===== src/rtl/ldpc_pkg.sv =====
// ---------------------------------------------------------------------------
// ldpc_pkg
// Shared definitions for the LDPC node compute core:
//   - message format (two's complement Q8.8)
//   - node degrees
//   - check-node offset used when CN_OFFSET_MIN_SUM_EN is defined
//   - helpers for symmetric saturation and clamped magnitude
// ---------------------------------------------------------------------------
package ldpc_pkg;

  localparam int MSG_W = 16;
  localparam int DEG_C = 6;
  localparam int DEG_V = 3;

  typedef logic signed [MSG_W-1:0] msg_t;
  typedef logic        [MSG_W-1:0] mag_t;
  // Three guard bits hold the sum of four messages without overflow.
  typedef logic signed [MSG_W+2:0] wide_t;

  localparam mag_t CN_OFFSET = 16'h0020;

  localparam msg_t MSG_MAX = 16'sh7FFF;
  localparam msg_t MSG_MIN = 16'sh8000;
  localparam msg_t MSG_NEG = 16'sh8001;

  // Symmetric clamp to [-32767, +32767]; 0x8000 is never produced.
  function automatic msg_t sat_msg(input wide_t x);
    if (x > wide_t'(MSG_MAX)) begin
      return MSG_MAX;
    end else if (x < wide_t'(MSG_NEG)) begin
      return MSG_NEG;
    end else begin
      return msg_t'(x[MSG_W-1:0]);
    end
  endfunction

  // Magnitude with -32768 folded onto 32767 so it fits a positive message.
  function automatic mag_t abs_msg(input msg_t x);
    if (x == MSG_MIN) begin
      return mag_t'(MSG_MAX);
    end else if (x < 0) begin
      return mag_t'(-x);
    end else begin
      return mag_t'(x);
    end
  endfunction

endpackage


===== src/rtl/ldpc_node_core_if.sv =====
// ---------------------------------------------------------------------------
// ldpc_node_core_if
// Bus between the decoder FSM (master) and the node compute core (slave).
//   in_valid, cn_msg_in, llr_in, vn_chk_msg_in, syn_bits_in : master -> core
//   out_valid, cn_msg_out, vn_msg_out, belief_out,
//   hard_bit_out, syn_out                                   : core -> master
// Message slot i occupies bits [MSG_W*i +: MSG_W] of the packed vectors.
// ---------------------------------------------------------------------------
interface ldpc_node_core_if;
  import ldpc_pkg::*;

  logic                   in_valid;
  logic [DEG_C*MSG_W-1:0] cn_msg_in;
  logic [MSG_W-1:0]       llr_in;
  logic [DEG_V*MSG_W-1:0] vn_chk_msg_in;
  logic [DEG_C-1:0]       syn_bits_in;

  logic                   out_valid;
  logic [DEG_C*MSG_W-1:0] cn_msg_out;
  logic [DEG_V*MSG_W-1:0] vn_msg_out;
  logic [MSG_W-1:0]       belief_out;
  logic                   hard_bit_out;
  logic                   syn_out;

  modport master (
    output in_valid, cn_msg_in, llr_in, vn_chk_msg_in, syn_bits_in,
    input  out_valid, cn_msg_out, vn_msg_out, belief_out, hard_bit_out, syn_out
  );

  modport slave (
    input  in_valid, cn_msg_in, llr_in, vn_chk_msg_in, syn_bits_in,
    output out_valid, cn_msg_out, vn_msg_out, belief_out, hard_bit_out, syn_out
  );

endinterface


===== src/rtl/ldpc_cn_minsum.sv =====
// ---------------------------------------------------------------------------
// ldpc_cn_minsum
// Combinational degree-6 min-sum check node.
//   msg_in  : var->check messages, slot i at [MSG_W*i +: MSG_W]
//   msg_out : check->var extrinsic messages, same slot layout
// Each output carries the minimum magnitude and the XOR of the signs of
// all other inputs, found with a single two-minimum search.
// Optional: CN_OFFSET_MIN_SUM_EN subtracts CN_OFFSET from every output
// magnitude, flooring at zero.
// ---------------------------------------------------------------------------
module ldpc_cn_minsum
  import ldpc_pkg::*;
(
  input  logic [DEG_C*MSG_W-1:0] msg_in,
  output logic [DEG_C*MSG_W-1:0] msg_out
);

  mag_t       mag [DEG_C];
  logic       sgn [DEG_C];
  mag_t       min1;
  mag_t       min2;
  logic [2:0] idx1;
  logic       sign_all;
  mag_t       mag_o;
  logic       sign_o;

  // NOTE: blocking assignments here model combinational data flow; every
  // variable gets a default first so no latch is inferred.
  always_comb begin
    min1     = '1;
    min2     = '1;
    idx1     = '0;
    sign_all = 1'b0;
    mag_o    = '0;
    sign_o   = 1'b0;
    msg_out  = '0;

    for (int j = 0; j < DEG_C; j++) begin
      mag[j]   = abs_msg(msg_t'(msg_in[MSG_W*j +: MSG_W]));
      sgn[j]   = msg_in[MSG_W*j + MSG_W-1];
      sign_all = sign_all ^ sgn[j];
      // Strict compare keeps the lowest index on ties.
      if (mag[j] < min1) begin
        min2 = min1;
        min1 = mag[j];
        idx1 = 3'(j);
      end else if (mag[j] < min2) begin
        min2 = mag[j];
      end
    end

    for (int i = 0; i < DEG_C; i++) begin
      mag_o  = (3'(i) == idx1) ? min2 : min1;
`ifdef CN_OFFSET_MIN_SUM_EN
      mag_o  = (mag_o > CN_OFFSET) ? (mag_o - CN_OFFSET) : '0;
`endif
      sign_o = sign_all ^ sgn[i];
      // A zero magnitude stays 0x0000 whatever the sign.
      if (mag_o == '0) begin
        msg_out[MSG_W*i +: MSG_W] = '0;
      end else if (sign_o) begin
        msg_out[MSG_W*i +: MSG_W] = -mag_o;
      end else begin
        msg_out[MSG_W*i +: MSG_W] = mag_o;
      end
    end
  end

endmodule


===== src/rtl/ldpc_node_core.sv =====
// ---------------------------------------------------------------------------
// ldpc_node_core
// One-stage compute core of the serial LDPC belief-propagation decoder.
//   clk : rising-edge clock
//   rst : asynchronous active-high reset, clears every output
//   bus : ldpc_node_core_if.slave (inputs and registered results)
// Per cycle it evaluates a degree-6 min-sum check node (ldpc_cn_minsum),
// a degree-3 variable node (extrinsic messages + saturated belief) and a
// 6-input syndrome parity. Latency is one cycle; data registers load every
// cycle and out_valid tracks in_valid.
// Build option: CN_OFFSET_MIN_SUM_EN selects offset min-sum in the check node.
// ---------------------------------------------------------------------------
module ldpc_node_core
  import ldpc_pkg::*;
(
  input  logic             clk,
  input  logic             rst,
  ldpc_node_core_if.slave  bus
);

  logic                   valid_d,    valid_q;
  logic [DEG_C*MSG_W-1:0] cn_msg_d,   cn_msg_q;
  logic [DEG_V*MSG_W-1:0] vn_msg_d,   vn_msg_q;
  msg_t                   belief_d,   belief_q;
  logic                   hard_bit_d, hard_bit_q;
  logic                   syn_d,      syn_q;

  logic [DEG_C*MSG_W-1:0] cn_result;
  wide_t                  sum;
  msg_t                   ch [DEG_V];

  ldpc_cn_minsum u_cn (
    .msg_in  (bus.cn_msg_in),
    .msg_out (cn_result)
  );

  // Variable node: full-precision sum, saturate only the final values.
  always_comb begin
    valid_d  = bus.in_valid;
    syn_d    = ^bus.syn_bits_in;
    cn_msg_d = cn_result;
    vn_msg_d = '0;
    sum      = wide_t'(msg_t'(bus.llr_in));
    for (int k = 0; k < DEG_V; k++) begin
      ch[k] = msg_t'(bus.vn_chk_msg_in[MSG_W*k +: MSG_W]);
      sum   = sum + wide_t'(ch[k]);
    end
    belief_d = sat_msg(sum);
    for (int k = 0; k < DEG_V; k++) begin
      vn_msg_d[MSG_W*k +: MSG_W] = sat_msg(sum - wide_t'(ch[k]));
    end
    // Registered separately so reset drives the decision to 0, not ~0.
    hard_bit_d = ~belief_d[MSG_W-1];
  end

  // NOTE: sequential state uses non-blocking assignments so every flop
  // samples the pre-edge values.
  always_ff @(posedge clk or posedge rst) begin
    if (rst) begin
      valid_q    <= 1'b0;
      cn_msg_q   <= '0;
      vn_msg_q   <= '0;
      belief_q   <= '0;
      hard_bit_q <= 1'b0;
      syn_q      <= 1'b0;
    end else begin
      valid_q    <= valid_d;
      cn_msg_q   <= cn_msg_d;
      vn_msg_q   <= vn_msg_d;
      belief_q   <= belief_d;
      hard_bit_q <= hard_bit_d;
      syn_q      <= syn_d;
    end
  end

  assign bus.out_valid    = valid_q;
  assign bus.cn_msg_out   = cn_msg_q;
  assign bus.vn_msg_out   = vn_msg_q;
  assign bus.belief_out   = belief_q;
  assign bus.hard_bit_out = hard_bit_q;
  assign bus.syn_out      = syn_q;

endmodule


===== src/flat_wrapper.sv =====
// flat-port wrapper written by rule: the top's interface ports become plain ports
module ldpc_node_core_flat import ldpc_pkg::*;
  (clk, rst, bus_in_valid, bus_cn_msg_in, bus_llr_in, bus_vn_chk_msg_in, bus_syn_bits_in, bus_out_valid, bus_cn_msg_out, bus_vn_msg_out, bus_belief_out, bus_hard_bit_out, bus_syn_out);
  ldpc_node_core_if bus_i ();
  input  logic clk;
  input  logic rst;
  input wire logic [$bits(bus_i.in_valid)-1:0] bus_in_valid;
  input wire logic [$bits(bus_i.cn_msg_in)-1:0] bus_cn_msg_in;
  input wire logic [$bits(bus_i.llr_in)-1:0] bus_llr_in;
  input wire logic [$bits(bus_i.vn_chk_msg_in)-1:0] bus_vn_chk_msg_in;
  input wire logic [$bits(bus_i.syn_bits_in)-1:0] bus_syn_bits_in;
  output wire logic [$bits(bus_i.out_valid)-1:0] bus_out_valid;
  output wire logic [$bits(bus_i.cn_msg_out)-1:0] bus_cn_msg_out;
  output wire logic [$bits(bus_i.vn_msg_out)-1:0] bus_vn_msg_out;
  output wire logic [$bits(bus_i.belief_out)-1:0] bus_belief_out;
  output wire logic [$bits(bus_i.hard_bit_out)-1:0] bus_hard_bit_out;
  output wire logic [$bits(bus_i.syn_out)-1:0] bus_syn_out;
  assign bus_i.in_valid = bus_in_valid;
  assign bus_i.cn_msg_in = bus_cn_msg_in;
  assign bus_i.llr_in = bus_llr_in;
  assign bus_i.vn_chk_msg_in = bus_vn_chk_msg_in;
  assign bus_i.syn_bits_in = bus_syn_bits_in;
  assign bus_out_valid = bus_i.out_valid;
  assign bus_cn_msg_out = bus_i.cn_msg_out;
  assign bus_vn_msg_out = bus_i.vn_msg_out;
  assign bus_belief_out = bus_i.belief_out;
  assign bus_hard_bit_out = bus_i.hard_bit_out;
  assign bus_syn_out = bus_i.syn_out;
  ldpc_node_core u_core (.clk(clk), .rst(rst), .bus(bus_i));
endmodule

===== config.mk =====
export PLATFORM = sky130hd
export DESIGN_NAME = ldpc_node_core_flat
export DESIGN_NICKNAME = d
export VERILOG_FILES = /design/src/rtl/ldpc_pkg.sv /design/src/rtl/ldpc_node_core_if.sv /design/src/rtl/ldpc_cn_minsum.sv /design/src/rtl/ldpc_node_core.sv /design/src/flat_wrapper.sv
export SDC_FILE = /design/constraint.sdc
export NUM_CORES = 1
export LEC_CHECK = 0
export CAP_MARGIN = 0
export CORE_AREA = 2 2 239 241
export DETAILED_ROUTE_END_ITERATION = 8
export DIE_AREA = 0 0 241 243
export HOLD_SLACK_MARGIN = 0.05
export PLACE_DENSITY_LB_ADDON = 0.08
export SETUP_SLACK_MARGIN = 0.05
export SLEW_MARGIN = 20
export SYNTH_ARGS = -nofsm -noshare
export SYNTH_HDL_FRONTEND = slang
export SYNTH_HIERARCHICAL = 1
export SYNTH_SLANG_ARGS = --single-unit

===== constraint.sdc =====
create_clock -name clk -period 5 [get_ports clk]
set_input_delay 0.75 -clock clk [delete_from_list [all_inputs] [get_ports clk]]
set_output_delay 0.75 -clock clk [all_outputs]
set_load 0.02 [all_outputs]

==> results.json <==
{
  "layout.cells.non_filler": 5371,
  "slew_headroom_pct": 4.46,
  "synth_top_area_share_pct": 18.4,
  "tightest_slew_ns": 1.43,
  "critPathMaxStageDelay_ns": 0.52,
  "grt_max_degree": 164,
  "async_reset_ff_share_pct": 100,
  "initialDrtViolationCount": 2301,
  "seq_area_frac_synth_pct": 18.4,
  "syn_area_um2": 22100,
  "cts_max_level": 4,
  "grt_first_pass_wirelength_um": 161000,
  "ctsHoldBuffers": 0,
  "grt.overflow.total": 0,
  "synth_top_area_cell": "dfrtp_1",
  "crit_required_ns": 5.36,
  "violations": "negative setup slack",
  "synthCells": 2912,
  "fp.dieH_um": 243,
  "final_antenna_net_count": 0,
  "grt_usage_pct": 35.2,
  "hold_viol_final": 0,
  "vias": 30091,
  "placed_cells_incl_taps": 5093,
  "yosys_warnings": 6,
  "final_nets": 5016,
  "post_drt_wl_per_cell_um": 21.1,
  "min_period_ns": 13.82,
  "wl_um": 113000,
  "dr.pass1.iters": 7,
  "ys_types": 115,
  "synth_nets": 3328,
  "clk_pin_slew_ns": 0.07,
  "io_buffers": 331,
  "crit_top_cell": "buf_4",
  "clockRootBuffer": "clkbuf_16",
  "maxCapViolCount": 0,
  "crit_buf_inv": 30,
  "min_path_type": "primary input to register",
  "ios": 332,
  "row_count": 87,
  "setup_viol": 144,
  "grt_pass1_vias": 29275,
  "avgSynthCellArea_um2": 7.60,
  "fin_crit_sh_pct": 276,
  "rsz0062_at_grt": "yes",
  "layout-drive-gt1-share_pct": 47.5,
  "netlist_top_cells_area": "dfrtp_1, ha_1, nand2_1, o21ai_0, nor2_1",
  "critPathMaxFanout": 8,
  "start_util_pct": 39.6,
  "worst_slack_ns": -8.82,
  "synth_ff_type": "dfrtp_1",
  "cp.arrival_ns": 14.19,
  "num-fill-cells": 4105,
  "cts_sinks": 163,
  "drv_slew": 0,
  "synth_edf_count": 0,
  "antenna_found_initial": 2,
  "syn_to_final_growth_pct": 90.9,
  "start_kind": "primary input",
  "cts_made_buffers": 17,
  "critPathCaptureType": "register",
  "dp_hpwl_um": 87500,
  "die_area_um2": 58600,
  "crit_type": "primary input to register",
  "fp.dieW_um": 241,
  "cp_slowest_cell": "or4_4",
  "cts_tree": "yes",
  "clockBufferDepth": 2,
  "place.gp.congestion": 1.07,
  "status": "complete, but fails checks",
  "ys_ff_latch": 163,
  "cp_top_family": "compound AO/OA/AOI/OAI gates",
  "core_region_area_um2": 56000,
  "fmax_mhz": 72.3,
  "post_drt_via_cell_ratio": 5.60,
  "post-route-drc-count": 0
}
routing by layer:
metal / up-vias / wire length, um / track usage [%]
met1: 14463 / 45800 / 45.2
met5: - / 15 / 0
met2: 1310 / 53900 / 58.1
li1: 13947 / - / -
met3: 369 / 7310 / 4.36
met4: 2 / 6070 / 17.3
placed cells by master (no fill, tap or decap), types with 95 or more instances in the layout:
cell	instances
dfrtp_1	163
ha_1	151
a21oi_1	117
nor2_1	222
inv_1	147
nand2_1	296
xor2_1	103
buf_6	95
o21ai_0	117
clkdlybuf4s50_1	284
buf_4	1319
cell type report:
type / count / area (um^2) / share of cell area [%]
Antenna cell: 2 / 5.00 / 0.0118
Tap cell: 756 / 946 / 2.24
Clock buffer: 17 / 425 / 1.01
Inverter: 200 / 779 / 1.85
Sequential cell: 163 / 4080 / 9.66
Multi-Input combinational cell: 2444 / 20900 / 49.5
Clock inverter: 15 / 174 / 0.412
Timing Repair Buffer: 1774 / 14900 / 35.4
synth_stat cells (32+ instances only):
| library cell | count |
|---|---|
| a211oi_1 | 38 |
| a21o_1 | 75 |
| a21oi_1 | 197 |
| a31oi_1 | 46 |
| and2_1 | 33 |
| clkbuf_1 | 75 |
| dfrtp_1 | 163 |
| fa_1 | 36 |
| ha_1 | 211 |
| inv_1 | 200 |
| mux2i_1 | 42 |
| nand2_1 | 330 |
| nand3_1 | 59 |
| nand4_1 | 48 |
| nor2_1 | 263 |
| nor3_1 | 44 |
| o21ai_0 | 224 |
| o31ai_1 | 44 |
| or2_2 | 32 |
| or3_1 | 33 |
| xnor2_1 | 107 |
| xor2_1 | 105 |
worst paths after layout:
check / start / to / slack (ns) / cells past startpoint
min in group asynchronous: rst / u_core/bus.cn_msg_out[86] / 0.90 / 3
max: bus_cn_msg_in[5] / u_core/bus.cn_msg_out[69] / -8.82 / 77
max in group asynchronous: rst / u_core/bus.vn_msg_out[25] / 3.49 / 3
min: bus_in_valid / u_core/bus.out_valid / 0.73 / 1
per-stage QoR:
stage / worst slack, ns / util, % / cell area (um^2) / hold WS, ns / setup TNS, ns
floorplan: -9.05 / - / 23300 / 0.781 / -816.81
global placement: -9.92 / 64.1 / 35900 / 1.21 / -977.42
detailed placement: -10.31 / 64.1 / 35900 / 1.22 / -1015.08
CTS: -8.73 / 68.0 / 38100 / 0.692 / -833.23
global route: -9.34 / 75.5 / 42200 / 0.709 / -867.17
finish: -8.82 / 75.5 / 42200 / 0.732 / -816.99
state kept, by name, indices dropped and copies added, names as in the netlist:
| register | count |
|---|---|
| u_core/bus.out_valid | 1 |
| u_core/bus.syn_out | 1 |
| u_core/bus.belief_out | 16 |
| u_core/bus.cn_msg_out | 96 |
| u_core/bus.hard_bit_out | 1 |
| u_core/bus.vn_msg_out | 48 |
logic make-up (layout without fill, tap and decap cells):
kind of cell    Yosys count  count (layout)  share of synthesized area (%)
compound gates          897             900                           26.9
simple gates           1023            1025                           22.6
fa+ha+maj               248             248                           15.2
buf+inv                 310            2006                           5.63
other cells               0               2                              0
xor+xnor                213             213                           8.46
mux                      58              58                           2.71
flops                   163             163                           18.4
repair_timing:
action                     in CTS  in global routing
pin swaps                      69                314
resized for setup             160                708
setup endpoints to repair     154                155
setup buffers                 108                143
cloned                          4                  7
Power is left out: the tool's default activity adds up to more than one toggle a clock period on the data nets, which glitch-free logic cannot reach.
